<file path="config.mk">
export PLATFORM = sky130hd
export DESIGN_NAME = clock_multiplier
export DESIGN_NICKNAME = d
export VERILOG_FILES = /design/src/rtl/clock_multiplier.sv
export SDC_FILE = /design/constraint.sdc
export NUM_CORES = 1
export LEC_CHECK = 0
export BUFFER_PORTS_ARGS = -buffer_cell sky130_fd_sc_hd__buf_4
export CAP_MARGIN = 25
export CORE_MARGIN = 4
export CORE_UTILIZATION = 35
export CTS_BUF_LIST = sky130_fd_sc_hd__clkbuf_4
export CTS_CLUSTER_SIZE = 8
export DETAILED_ROUTE_END_ITERATION = 16
export GPL_ROUTABILITY_DRIVEN = 0
export PLACE_DENSITY_LB_ADDON = 0.25
export SLEW_MARGIN = 20
export SYNTH_ARGS = -nofsm -noshare
export SYNTH_HDL_FRONTEND = slang
export SYNTH_SLANG_ARGS = --single-unit
export TNS_END_PERCENT = 100
</file>
<file path="constraint.sdc">
create_clock -name clk -period 3.73 [get_ports clk]
set_input_delay 0.373 -clock clk [delete_from_list [all_inputs] [get_ports clk]]
set_output_delay 0.373 -clock clk [all_outputs]
set_load 0.05 [all_outputs]
</file>
<file path="src/rtl/clock_multiplier.sv">
// clock_multiplier: turns a low-rate single-cycle enable en_i (period P clocks)
// into M evenly spaced single-cycle enables en_o per input period.
// Parameters: M (pulses per input period, >= 2), W (period counter width).
// Ports: clk, reset (sync, active-high), en_i (low-rate enable in),
//        en_o (high-rate enable out, registered, one cycle after the decision).
// Optional CLOCK_MULTIPLIER_STATUS_EN adds locked (generator locked) and
// period_o (last measured period P), both driven straight from registers.
module clock_multiplier #(
    parameter int M = 4,
    parameter int W = 16
) (
    input  logic         clk,
    input  logic         reset,
    input  logic         en_i,
    output logic         en_o
`ifdef CLOCK_MULTIPLIER_STATUS_EN
    ,
    output logic         locked,
    output logic [W-1:0] period_o
`endif
);
    localparam int AW = W + $clog2(M) + 1;
    localparam int KW = $clog2(M);
    localparam logic [W-1:0] MAX = '1;

    typedef enum logic [1:0] {IDLE, MEASURE, LOCKED} state_t;

    state_t          state, state_nxt;
    logic [W-1:0]    cnt, cnt_nxt, p, p_nxt;
    logic [AW-1:0]   acc, acc_nxt, s;
    logic [KW-1:0]   k, k_nxt;
    logic            en_nxt, valid, timeout, fire;

    always_comb begin
        cnt_nxt   = en_i ? '0 : (cnt == MAX ? cnt : cnt + 1'b1);
        valid     = (cnt != MAX) && ((AW'(cnt) + AW'(1)) >= AW'(M));
        // timeout takes effect on the edge where cnt saturates
        timeout   = !en_i && (cnt_nxt == MAX);
        s         = acc + AW'(M);
        // fractional accumulator: one pulse each time M/P worth of phase wraps;
        // the pulse launched by en_i itself is pulse 0, so at most M-1 more here
        fire      = (state == LOCKED) && !en_i && !timeout &&
                    (s >= AW'(p)) && (k < KW'(M - 1));
        state_nxt = state;
        p_nxt     = p;
        acc_nxt   = acc;
        k_nxt     = k;
        en_nxt    = 1'b0;
        if (en_i) begin
            acc_nxt = '0;
            k_nxt   = '0;
            if (state != IDLE && valid) begin
                state_nxt = LOCKED;
                p_nxt     = cnt + 1'b1;
                en_nxt    = 1'b1;
            end else begin
                state_nxt = MEASURE;
            end
        end else if (timeout) begin
            state_nxt = IDLE;
        end else if (state == LOCKED) begin
            acc_nxt = fire ? s - AW'(p) : s;
            k_nxt   = fire ? k + 1'b1 : k;
            en_nxt  = fire;
        end
    end

    always_ff @(posedge clk) begin
        if (reset) begin
            state <= IDLE;
            cnt   <= '0;
            p     <= '0;
            acc   <= '0;
            k     <= '0;
            en_o  <= 1'b0;
        end else begin
            state <= state_nxt;
            cnt   <= cnt_nxt;
            p     <= p_nxt;
            acc   <= acc_nxt;
            k     <= k_nxt;
            en_o  <= en_nxt;
        end
    end

`ifdef CLOCK_MULTIPLIER_STATUS_EN
    always_ff @(posedge clk) begin
        if (reset) begin
            locked <= 1'b0;
        end else begin
            locked <= (state_nxt == LOCKED);
        end
    end
    assign period_o = p;
`endif
endmodule

</file>
==> flow_summary.rst <==
.. list-table::
   :header-rows: 1

   * - Metric
     - Value
   * - Unrepaired setup endpoints after global routing
     - no
   * - Cell row count
     - 38
   * - Endpoint of the most critical register-to-register path
     - acc[6]
   * - Most common cell in the netlist
     - dfxtp_1
   * - Slowest cell on the critical path
     - dfxtp_4
   * - Peak supply drop
     - ~120 uV
   * - Core region area
     - 0.0109 mm2
   * - Post-synthesis area per instance
     - approximately 7.8 um2
   * - Internal power consumption
     - around 0.76 mW
   * - Peak per-stage delay on the critical path
     - around 420 ps
   * - Synth top area cells
     - dfxtp_1 (29%), a21oi_1 (6.8%), ha_1 (6.1%)
   * - Max-cap violations
     - 0
   * - Clock slew seen by the registers of the worst setup and hold paths
     - 180 ps
   * - Arrival time worst endpoint
     - between 3000 and 4000 ps
   * - Register cell area after layout
     - 0.00113 mm2
   * - Number of flops mapped to enable cells by yosys
     - 0
   * - Setup skew after layout
     - roughly 17 ps
   * - Port-buffer cells
     - 3
   * - Floorplan die area
     - around 0.013 mm2
   * - Maximum count of clock buffers along a single path
     - 2
   * - Register area share after synthesis
     - between 20% and 30%
   * - Final setup fails
     - 0
   * - Layout Area Growth over Synthesis
     - 9.93%
   * - Routed wire length
     - roughly 10000 um
   * - Synthesized instance count
     - between 400 and 500
   * - Final standard cell utilization of the core
     - 39.3%
   * - Number of antenna-violating nets in the routed design
     - 0
   * - First-pass GRT wire length
     - about 17000 um
   * - Startpoint type of the worst setup path
     - flip-flop
   * - Area of the mapped netlist
     - ~0.004 mm2
   * - Worst Path Max Fanout
     - 12
   * - Effective utilization at floorplan
     - 35.8%
   * - Fraction of final layout cells with drive strength greater than 1
     - around 14%
   * - Maximum number of pins on one net before global-route repair
     - 32
   * - Number of buffers and inverters on the critical path
     - 2
   * - Syn Nets
     - about 520
   * - Residual DRC count
     - 0
   * - Proportion of total power due to net switching
     - 24.5%
   * - Global router's overall resource usage
     - between 15 and 20%
   * - Number of antenna violations at the first check in global routing
     - 1
   * - Chip width
     - 113 um
   * - CTS Root Buffer Type
     - clkbuf_4
   * - Warnings from Yosys
     - 0
   * - CP Depth
     - 15
   * - Worst slew slack as a fraction of its limit
     - about 53%
   * - Hold violation total from the final report
     - 0
   * - Worst Path Required
     - a little over 4000 ps
   * - Pwr Total
     - 1.01 mW
   * - Via count
     - 3548
   * - Series of cell instances along the critical path
     - and3_2 -> nand2_1 -> nor2_1 -> xor2_1 -> ha_2 -> nand4_1 -> nor4_2 -> nand2_1 -> a21boi_1 -> a21oi_2 -> buf_4 -> nand2_1 -> buf_4 -> mux2i_1 -> a211oi_1
   * - Fraction of registers with async set or reset after synthesis
     - 0%
   * - Fmax achieved
     - between 200 and 300 MHz
   * - Critical register-to-register path startpoint
     - acc[4]
   * - List of most frequent post-synthesis cells
     - dfxtp_1 (56), a21oi_1 (53), nor2_1 (46)
   * - LEAKAGE
     - 1.59 nW
   * - Number of global-route vias before repair
     - around 3400
   * - TritonCTS Sinks
     - 56
   * - Detailed placer's ending HPWL
     - between 7000 and 8000 um
   * - Critical path capture point type
     - flip-flop
   * - Fillcell total
     - 1100
   * - Worst Hold Class
     - primary input to flip-flop
   * - Kind of cell with the highest combined delay on the critical path
     - simple AND/OR/NAND/NOR gates
   * - DRT iter0 DRCs
     - 306
   * - Max-slew violation count
     - 0
   * - Power per Cell Area
     - between 200 and 250 mW/mm2
   * - DR pass1 iterations
     - 4
   * - H-Tree Level Count
     - 2
   * - Multi-input combinational cell area
     - between 0.002 and 0.003 mm2
   * - WS Path Type
     - flip-flop to flip-flop
   * - Clock latency on the worst-skew pair
     - 410 ps
   * - Final min period
     - approximately 3500 ps
   * - Cell with the most instances on the worst path
     - nand2_1
   * - Height of the chip
     - between 100 and 150 um
   * - Crit path to
     - acc[6]
   * - Result of the run
     - finished, final reports clean
   * - Ratio of final minimum period to clock period
     - between 90 and 100%
   * - Most common flop cell mapped by yosys
     - dfxtp_1
   * - Source of the critical timing path
     - acc[4]
   * - Total I/O pin count
     - 4
   * - Cell depth of the worst flop-to-flop path
     - 15
   * - Distinct cells, synth
     - 57
   * - Number of clock buffers inserted by TritonCTS
     - 5
   * - Wire per inst
     - roughly 16 um
   * - Number of flip-flops and latches in the synthesized netlist
     - 56
   * - Post-synth top area share
     - between 20% and 30%
   * - Leading area contributor after synthesis
     - dfxtp_1
   * - GRT overflow
     - 0
   * - Internal reg-to-reg setup slack
     - between 200 and 300 ps
   * - Share of power burned in the clock network
     - 36.6%
   * - Worst slew pin tran
     - ~700 ps
   * - Share of total power in sequential cells
     - between 50% and 60%
   * - Number of vias per cell
     - 5.55
   * - Setup TNS
     - 0 ps
   * - TritonCTS clock tree
     - built
   * - P_sw
     - about 0.25 mW
   * - # nets final
     - 520
   * - Combinational power share
     - between 3 and 4%
power groups by stage:
stage,Clock [mW],Sequential (mW),Combinational (mW)
4_1_cts,0.379,0.605,0.0371
6_report,0.369,0.603,0.0373
5_1_grt,0.401,0.604,0.0406
3_3_place_gp,0,0.617,0.0367
3_5_place_dp,0,0.617,0.0368
2_1_floorplan,0,0.615,0.0271
through the flow:
| step | cell area [um2] | setup WS, ps | hold WS, ps | std cells |
|---|---|---|---|---|
| floorplan | 3890 | 352 | 440 | 498 |
| global placement | 4070 | -183 | 447 | 625 |
| detailed placement | 4070 | -221 | 458 | 625 |
| CTS | 4160 | 20.0 | 268 | 633 |
| global route | 4280 | 13.3 | 274 | 639 |
| finish | 4280 | 262 | 285 | 639 |
cells by family after synthesis:
kind of cell	count (synthesis)	share of synthesized area (%)
and+or+nand+nor	184	24.7
AOI/OAI and AO/OA	123	20.3
buffers and inverters	58	6.17
DFF	56	28.8
xor gates and xnor gates	43	9.67
adders and majority gates	20	6.62
muxes	14	3.76
final cells by class:
class	instances	area share, %
Sequential cell	56	26.4
Antenna cell	1	0.0584
Tap cell	140	4.09
Clock buffer	6	1.05
Clock inverter	2	0.906
Inverter	27	2.37
Multi-Input combinational cell	384	61.0
Timing Repair Buffer	23	4.03
flip-flops by register name, indices dropped and copies added, names as in the netlist:
| name | cells |
|---|---|
| cnt | 16 |
| state | 2 |
| acc | 19 |
| en_o | 1 |
| p | 16 |
| k | 2 |
placed cells by master (no fill, tap or decap), types with 4 or more instances in the layout:
master,n
a211oi_1,12
a31oi_1,4
nor3_1,9
clkbuf_4,6
a311oi_1,4
nand4_1,14
mux2i_1,9
xnor2_1,24
and3_1,4
xor2_1,18
o21ai_0,20
mux2_2,5
and4_1,4
ha_1,15
nor2_1,44
a21oi_1,51
inv_1,27
a21o_1,8
or3_1,4
dfxtp_1,51
nor4_2,4
nand2_1,44
nand3_1,24
buf_4,23
layer usage:
metal  track usage [%]  vias to the layer above  share of wire [%]
met4              4.81                        0                1.6
met1              21.9                     1680                 48
met3              1.91                       11                3.6
met5                 0                        -                  0
met2              26.5                       77                 47
li1                  -                     1780                  -
how the worst min path moves through the flow:
stage                     startpoint    end  cells past startpoint
after floorplan                 k[1]   k[1]                      2
after global placement          k[1]   k[1]                      2
after detailed placement        k[1]   k[1]                      2
after CTS                      reset   en_o                      2
after global routing           reset  p[13]                      2
final                          reset   en_o                      2
timing repair:
item	4_1_cts	5_1_grt
buffers inserted	0	5
hold endpoints to repair	0	0
pin swaps	0	4
hold buffers	0	0
gates cloned	0	0
resized for setup	5	20
endpoints found under the setup margin	18	22
(Power assumes the default switching activity.)
